$ cat src/rtl/tt_um_example_spi_pwm.sv
// tt_um_example_spi_pwm: SPI mode-0 write peripheral with five config registers
// driving two 8-bit output banks as static levels or a shared 8-bit PWM.
// Optional feature macro: SPI_READBACK_EN (read frames return register data
// on uio_out[7], MSB first, during the data byte).
module tt_um_example_spi_pwm #(
  parameter int unsigned CLK_DIV = 13
) (
  input  logic       clk,
  input  logic       rst_n,
  input  logic       ena,
  input  logic [7:0] ui_in,
  output logic [7:0] uo_out,
  input  logic [7:0] uio_in,
  output logic [7:0] uio_out,
  output logic [7:0] uio_oe
);

  logic        unused_ok;
  logic [2:0]  sync1_q, sync1_d, sync2_q, sync2_d;
  logic        sclk_prev_q, sclk_prev_d, ncs_prev_q, ncs_prev_d;
  logic [4:0]  bit_cnt_q, bit_cnt_d;
  logic [15:0] shift_q, shift_d;
  logic [7:0]  regs_q [5];
  logic [7:0]  regs_d [5];
  logic [15:0] pre_q, pre_d;
  logic [7:0]  cnt_q, cnt_d;
  logic        sclk_s, copi_s, ncs_s;
  logic        sclk_rise, sclk_fall, ncs_rise, ncs_fall;
  logic        pwm;
  logic [7:0]  uio_norm;
`ifdef SPI_READBACK_EN
  logic        rd_active_q, rd_active_d, cipo_q, cipo_d;
  logic [7:0]  rd_byte_q, rd_byte_d, rd_val;
`endif

  assign unused_ok = &{1'b0, ena, ui_in[7:3], uio_in};

  // Next-state logic: synchronizers, SPI shifter, register commit, PWM counter
  always_comb begin
    sync1_d     = {ui_in[2], ui_in[1], ui_in[0]};
    sync2_d     = sync1_q;
    sclk_s      = sync2_q[0];
    copi_s      = sync2_q[1];
    ncs_s       = sync2_q[2];
    sclk_prev_d = sclk_s;
    ncs_prev_d  = ncs_s;
    sclk_rise   = sclk_s & ~sclk_prev_q;
    sclk_fall   = ~sclk_s & sclk_prev_q;
    ncs_rise    = ncs_s & ~ncs_prev_q;
    ncs_fall    = ~ncs_s & ncs_prev_q;
    bit_cnt_d   = bit_cnt_q;
    shift_d     = shift_q;
    regs_d      = regs_q;
    pre_d       = pre_q;
    cnt_d       = cnt_q;

    if (ncs_fall) begin
      bit_cnt_d = '0;
      shift_d   = '0;
    end else if (!ncs_s && sclk_rise) begin
      shift_d = {shift_q[14:0], copi_s};
      // Saturate so long frames never alias back to a 16-bit count
      if (bit_cnt_q != '1) bit_cnt_d = bit_cnt_q + 5'd1;
    end

    if (ncs_rise && bit_cnt_q == 5'd16 && shift_q[15] && shift_q[14:8] < 7'd5)
      regs_d[shift_q[10:8]] = shift_q[7:0];

    // PWM timebase only advances while the bus is selected
    if (!ncs_s) begin
      if (pre_q == 16'(CLK_DIV - 1)) begin
        pre_d = '0;
        cnt_d = cnt_q + 8'd1;
      end else begin
        pre_d = pre_q + 16'd1;
      end
    end

`ifdef SPI_READBACK_EN
    rd_active_d = rd_active_q;
    cipo_d      = cipo_q;
    rd_byte_d   = rd_byte_q;
    rd_val      = '0;
    if (ncs_fall) begin
      rd_active_d = 1'b0;
      cipo_d      = 1'b0;
      rd_byte_d   = '0;
    end else if (!ncs_s && sclk_rise && bit_cnt_q == 5'd0) begin
      rd_active_d = ~copi_s;
    end else if (!ncs_s && sclk_fall) begin
      if (bit_cnt_q == 5'd8) begin
        // shift_q[6:0] holds the address once the header byte is in
        if (shift_q[6:0] < 7'd5) rd_val = regs_q[shift_q[2:0]];
        cipo_d    = rd_val[7];
        rd_byte_d = {rd_val[6:0], 1'b0};
      end else if (bit_cnt_q > 5'd8 && bit_cnt_q < 5'd16) begin
        cipo_d    = rd_byte_q[7];
        rd_byte_d = {rd_byte_q[6:0], 1'b0};
      end else begin
        cipo_d = 1'b0;
      end
    end
`endif
  end

  // State registers with synchronous active-high reset
  always_ff @(posedge clk) begin
    if (rst_n) begin
      sync1_q     <= 3'b100;
      sync2_q     <= 3'b100;
      sclk_prev_q <= 1'b0;
      ncs_prev_q  <= 1'b1;
      bit_cnt_q   <= '0;
      shift_q     <= '0;
      regs_q      <= '{default: '0};
      pre_q       <= '0;
      cnt_q       <= '0;
`ifdef SPI_READBACK_EN
      rd_active_q <= 1'b0;
      cipo_q      <= 1'b0;
      rd_byte_q   <= '0;
`endif
    end else begin
      sync1_q     <= sync1_d;
      sync2_q     <= sync2_d;
      sclk_prev_q <= sclk_prev_d;
      ncs_prev_q  <= ncs_prev_d;
      bit_cnt_q   <= bit_cnt_d;
      shift_q     <= shift_d;
      regs_q      <= regs_d;
      pre_q       <= pre_d;
      cnt_q       <= cnt_d;
`ifdef SPI_READBACK_EN
      rd_active_q <= rd_active_d;
      cipo_q      <= cipo_d;
      rd_byte_q   <= rd_byte_d;
`endif
    end
  end

  // Output mapping: enable gates either a static high or the PWM waveform
  always_comb begin
    pwm      = (regs_q[4] == 8'hFF) ? 1'b1 : (cnt_q < regs_q[4]);
    uo_out   = regs_q[0] & (~regs_q[2] | {8{pwm}});
    uio_norm = regs_q[1] & (~regs_q[3] | {8{pwm}});
    uio_oe   = 8'hFF;
    uio_out  = uio_norm;
`ifdef SPI_READBACK_EN
    if (rd_active_q && !ncs_s) uio_out[7] = cipo_q;
`endif
  end

endmodule

$ cat config.mk
export PLATFORM = sky130hd
export DESIGN_NAME = tt_um_example_spi_pwm
export DESIGN_NICKNAME = d
export VERILOG_FILES = /design/src/rtl/tt_um_example_spi_pwm.sv
export SDC_FILE = /design/constraint.sdc
export NUM_CORES = 1
export LEC_CHECK = 0
export BUFFER_PORTS_ARGS = -buffer_cell sky130_fd_sc_hd__buf_2
export CAP_MARGIN = 15
export CORE_AREA = 2 2 111 113
export DETAILED_ROUTE_END_ITERATION = 8
export DIE_AREA = 0 0 113 115
export MAX_ROUTING_LAYER = met4
export PLACE_DENSITY = 0.56
export SETUP_SLACK_MARGIN = 0.2
export SYNTH_ARGS = -nofsm -noshare
export SYNTH_HDL_FRONTEND = slang
export SYNTH_SLANG_ARGS = --single-unit
export TNS_END_PERCENT = 1
$ cat constraint.sdc
create_clock -name clk -period 2.78 [get_ports clk]
set_input_delay 0.556 -clock clk [delete_from_list [all_inputs] [get_ports clk]]
set_output_delay 0.556 -clock clk [all_outputs]
set_load 0.02 [all_outputs]
## Word level (Yosys, flattened, before mapping)

Cells that the tools add are included.
W data, S select, Z words.

- Add/sub/neg operators: 3
- Magnitude comparators: 4
- Eq/ne operators: 4
- Mux-type cells: 5
- Bitwise logic cells: 13
- Reduce and logical (&&, ||, !) cells: 9

Operators with widths:

| kind | count |
|---|---|
| $bwmux W40 | 1 |
| $demux W8 S3 | 1 |
| $add A16 B1 Y16 const B | 1 |
| $and A8 B8 Y8 | 2 |
| $eq A16 B4 Y1 const B | 1 |
| $mux W16 | 1 |
| $not A8 Y8 | 2 |
| $or A8 B8 Y8 | 2 |
| $add A8 B1 Y8 const B | 1 |
| $eq A8 B8 Y1 const B | 1 |
| $lt A8 B8 Y1 | 1 |
| $mux W8 | 1 |
| $lt A7 B3 Y1 const B | 1 |
| $add A5 B1 Y5 const B | 1 |
| $eq A5 B5 Y1 const B | 1 |
| $logic_and A1 B1 Y1 | 5 |
| $ne A5 B5 Y1 const B | 1 |
| $ge A4 B4 Y1 const B | 1 |
| $lt A4 B1 Y1 const B | 1 |
| $not A3 Y4 | 1 |
| $reduce_and A2 Y1 | 2 |
| $and A1 B1 Y1 | 3 |
| $not A1 Y1 | 3 |
| $reduce_or A2 Y1 | 1 |
| 2 further kinds | 2 |

- Register bits after elaboration: 93
- Input bits: 19
- Word-level logic and storage cells: 51

## Depth between registers and ports, before layout

- Word-level depth: 6
- Gate-level depth with buffers: 8

## Least setup slack after synthesis

No wires, ideal clock.

- Path type: register to output
- Start: register regs_q[6] (netlist name)
- End: output port uio_out[0]
- Data arrival time: 1.907 ns
- Slack: 0.317 ns
- Stages on the path, launching flop included: 8
- Cells stage by stage: dfxtp_1 -> inv_1 -> ha_1 -> and4_1 -> o21ai_0 -> o32ai_1 -> clkbuf_1 -> a21boi_0

- Word-level cells in the longest chain between the ends: 4
- Elaborated cells on any way between the ends: 5
- Classes of those cells: 1 x order compare; 1 x eq/ne; 1 x mux; 2 x bitwise

Ends and longest elaborated chain:

| item | line | RTL |
|---|---|---|
| start, declared | 23 | `logic [7:0] regs_q [5];` |
| start signal, assigned | 130 | `regs_q <= regs_d;` |
| $lt A8 B8 Y1 or $eq A8 B8 Y1 (tied branches) | 143 | `pwm = (regs_q[4] == 8'hFF) ? 1'b1 : (cnt_q < regs_q[4]);` |
| $mux W1 (*) | 143 |  |
| $or A8 B8 Y8 (*) | 145 | `uio_norm = regs_q[1] & (~regs_q[3] \| {8{pwm}});` |
| $and A8 B8 Y8 (*) | 145 |  |
| end, declared | 14 | `output logic [7:0] uio_out,` |

Every way passes the cells marked *; elsewhere a longest branch is shown, timed or not.

## Worst setup path in the final report

- Start: register regs_q[7] (netlist name)
- End: output port uio_out[1]

Same word-level chain as after synthesis.

==> run_results.csv <==
group,metric,value,unit
run_status,status,"finished, violations left",
run_status,violations,"DRC",
yosys,synthArstFlopShare,0,%
clocking,cts_buffers,9,
timing,max_freq,0.380,GHz
drt,routedWlPerCell,13.4,µm
grt,grt_max_degree,51,
clocking,cts_tree,"yes",
place,dp_slack,289,ps
timing,period_needed,2630,ps
die,die_width,113,µm
timing,clock_skew,6.60,ps
worst_setup_path,path_class,"register to output port",
timing,report.final.slew_viol_count,0,
place,place_congestion,0.754,
drt,ant_nets,0,
die,start_util,34.5,%
worst_setup_path,crit_required,2220,ps
yosys,synth-edff-count,0,
clocking,clock_latency,340,ps
power_and_ir_drop,leakage,2.04,nW
die,die_area,13000,µm²
yosys,synth_area,4070,µm²
cells_and_area,final_area,4780,µm²
timing,rsz0062_at_grt,"true",
timing,slew_headroom,46.4,%
timing,hold_violations,0,
clocking,root_buffer,"clkbuf_16",
timing,fin_crit_sh,94.6,%
timing,fin_setup_tns,0,ps
yosys,synth_warnings,0,
worst_setup_path,worstPathMaxFanout,8,
place,dpl.hpwl,5340,µm
yosys,synth_ff_type,"dfxtp_1",
place,place.port_buffers,20,
die,ios,43,
yosys,ys_seq_area_share,45.7,%
grt,grt_usage,14.0,%
drt,wl,8320,µm
cells_and_area,area_delta_synth_final,17.5,%
die,core,11800,µm²
worst_setup_path,cp_data_arrival_time,2070,ps
clocking,cts-hold-fix-buffers,0,
yosys,yosys-top-cells-area,"dfxtp_1 46%, mux2i_1 10%, nor2_1 6.2%, ha_1 4.0%, nand2_1 3.7%",
yosys,avgSynthCellArea,9.09,µm²
drt,drtIter0Drc,140,
grt,antenna_found_initial,0,
cells_and_area,n_antenna_cell,0,
worst_hold_path,min-delay-path-class,"input pin to register",
cells_and_area,nets,504,
yosys,synthCells,448,
cells_and_area,final_layout_size_suffix_gt1_share,16.8,%
power_and_ir_drop,worst_ir_drop_vdd,0.000273,V
clocking,cts_buffer_depth,2,
worst_setup_path,cpPeakStageDelay,340,ps
flow_run,max-cap-violations,0,
grt,grt_overflow,0,
drt,drc,1,
power_and_ir_drop,power.density,537,nW/µm²
worst_setup_path,start_kind,"register",
worst_setup_path,crit_path_end_kind,"output port",
grt,grt_pass1_vias,2923,
worst_setup_path,cp_cell_sequence,"inv_1, ha_4, and4_1, o21ai_2, o32ai_4, buf_6, a21boi_2, buf_4",
yosys,ys_ff_latch,93,
timing,setup_viol,0,
clocking,clkTransAtPathRegs,70,ps
clocking,cts_sinks,93,
grt,grt_pass1_wl,14100,µm
timing,fin_ws,150,ps
die,die_y,115,µm
cells_and_area,n_fill_cell,1164,
yosys,yosysTopAreaCell,"dfxtp_1",
drt,dr.pass1.iters,6,
die,rows,40,
drt,vias_per_cell,4.90,
clocking,htree_levels,3,
timing,worst_pin_slew,797,ps
worst_setup_path,slowest_stage,"o32ai_4",
yosys,synth_cell_types,47,
yosys,yosysTopAreaCellShare,45.7,%
place,dpl-instance-area,4310,µm²
drt,vias,3054,
## state kept, by name, summed over array words and instances (netlist names)
| name | flops |
|---|---|
| sync1_q | 3 |
| pre_q | 16 |
| bit_cnt_q | 5 |
| sclk_prev_q | 1 |
| regs_q | 40 |
| shift_q | 16 |
| cnt_q | 8 |
| sync2_q | 3 |
| ncs_prev_q | 1 |
## synthesized netlist by cell type, types with 3 or more instances
| master | count |
|---|---|
| or4_1 | 4 |
| ha_1 | 13 |
| or2_2 | 4 |
| nand3_1 | 7 |
| a21boi_0 | 16 |
| dfxtp_1 | 93 |
| nor4_1 | 6 |
| a21oi_1 | 26 |
| xnor2_1 | 10 |
| nand4_1 | 13 |
| mux2i_1 | 41 |
| nor3_1 | 6 |
| buf_4 | 8 |
| nand2_1 | 40 |
| xor2_1 | 7 |
| clkbuf_1 | 17 |
| nor2b_1 | 7 |
| nor3b_1 | 4 |
| nor2_1 | 67 |
| o31ai_1 | 4 |
| inv_1 | 16 |
| o21ai_0 | 5 |
| or3_1 | 3 |
## worst max-delay path, delay by kind of cell (launching register included)
family | cells | cell delay [ps]
adders and majority gates | 1 | 280
AOI/OAI and AO/OA | 3 | 490
DFF | 1 | 330
and+or+nand+nor | 1 | 190
buffers and inverters | 3 | 440
## repair_timing
item	CTS	global route
gates cloned	1	0
buffers inserted	3	0
resized for setup	28	30
endpoints found under the setup margin	16	20
pin swaps	1	4
## area by class of cell
type	count	area, µm²	area share, %
Inverter	16	60.1	1.26
Timing Repair Buffer	33	230	4.82
Multi-Input combinational cell	319	2150	45.1
Clock inverter	4	31.3	0.654
Clock buffer	11	253	5.29
Sequential cell	93	1870	39.1
Tap cell	147	184	3.85
## routing by layer
metal / vias to the layer above / track usage, % / share of wire [%]
li1: 1582 / - / -
met1: 1439 / 18.7 / 51
met2: 22 / 20.7 / 45
met3: 11 / 2.11 / 2.0
met4: 0 / 6.83 / 2.0
met5: - / - / 0
## worst paths after layout
kind	startpoint	end	slack, ps	cells after the start
setup / recovery	regs_q[7]	uio_out[1]	150	8
hold / removal	ui_in[2]	sync1_q[2]	390	2
setup reg to reg	pre_q[0]	pre_q[14]	380	7
hold reg to reg	sync1_q[2]	sync2_q[2]	420	1
## power breakdown
part           switching, W  leakage [nW]  internal (W)
clock network      0.000515         0.142      0.000655
logic             0.0000394          1.15     0.0000131
registers        0.00000521         0.753       0.00134
## logic make-up after synthesis
family | Yosys count | synth area share, %
and+or+nand+nor | 178 | 21.6
AOI/OAI and AO/OA | 61 | 9.62
buffers and inverters | 43 | 4.92
adders and majority gates | 13 | 4.00
xor gates and xnor gates | 17 | 3.66
muxes | 42 | 10.4
DFF | 93 | 45.7
other | 1 | 0.0921
## placed cells by master (no fill, tap or decap), types with 3 or more instances in the layout
| cell | Yosys | layout |
|---|---|---|
| dfxtp_1 | 93 | 88 |
| nor2_1 | 67 | 67 |
| mux2i_1 | 41 | 41 |
| nand2_1 | 40 | 40 |
| a21oi_1 | 26 | 25 |
| buf_4 | 8 | 21 |
| inv_1 | 16 | 15 |
| nand4_1 | 13 | 13 |
| a21boi_2 | 0 | 10 |
| xnor2_1 | 10 | 10 |
| ha_1 | 13 | 10 |
| buf_2 | 1 | 10 |
| clkbuf_16 | 0 | 9 |
| conb_1 | 1 | 8 |
| xor2_1 | 7 | 7 |
| nor2b_1 | 7 | 7 |
| nand3_1 | 7 | 7 |
| a21boi_1 | 0 | 6 |
| nor3_1 | 6 | 6 |
| nor4_1 | 6 | 6 |
| dfxtp_2 | 0 | 5 |
| or2_2 | 4 | 4 |
| o31ai_1 | 4 | 4 |
| or4_1 | 4 | 4 |
| o21ai_0 | 5 | 4 |
| nor3b_1 | 4 | 4 |
| or3_1 | 3 | 3 |
| ha_4 | 0 | 3 |
## stage by stage
stage          utilization, %  hold WS [ps]  total power, W  std cells
4_1_cts                  39.7           378         0.00259        623
2_1_floorplan               -           389         0.00142        455
6_report                 40.5           391         0.00257        623
5_1_grt                  40.5           388         0.00266        623
3_3_place_gp             36.5           393         0.00143        604
3_5_place_dp             36.5           402         0.00143        604
(Power assumes the default switching activity.)
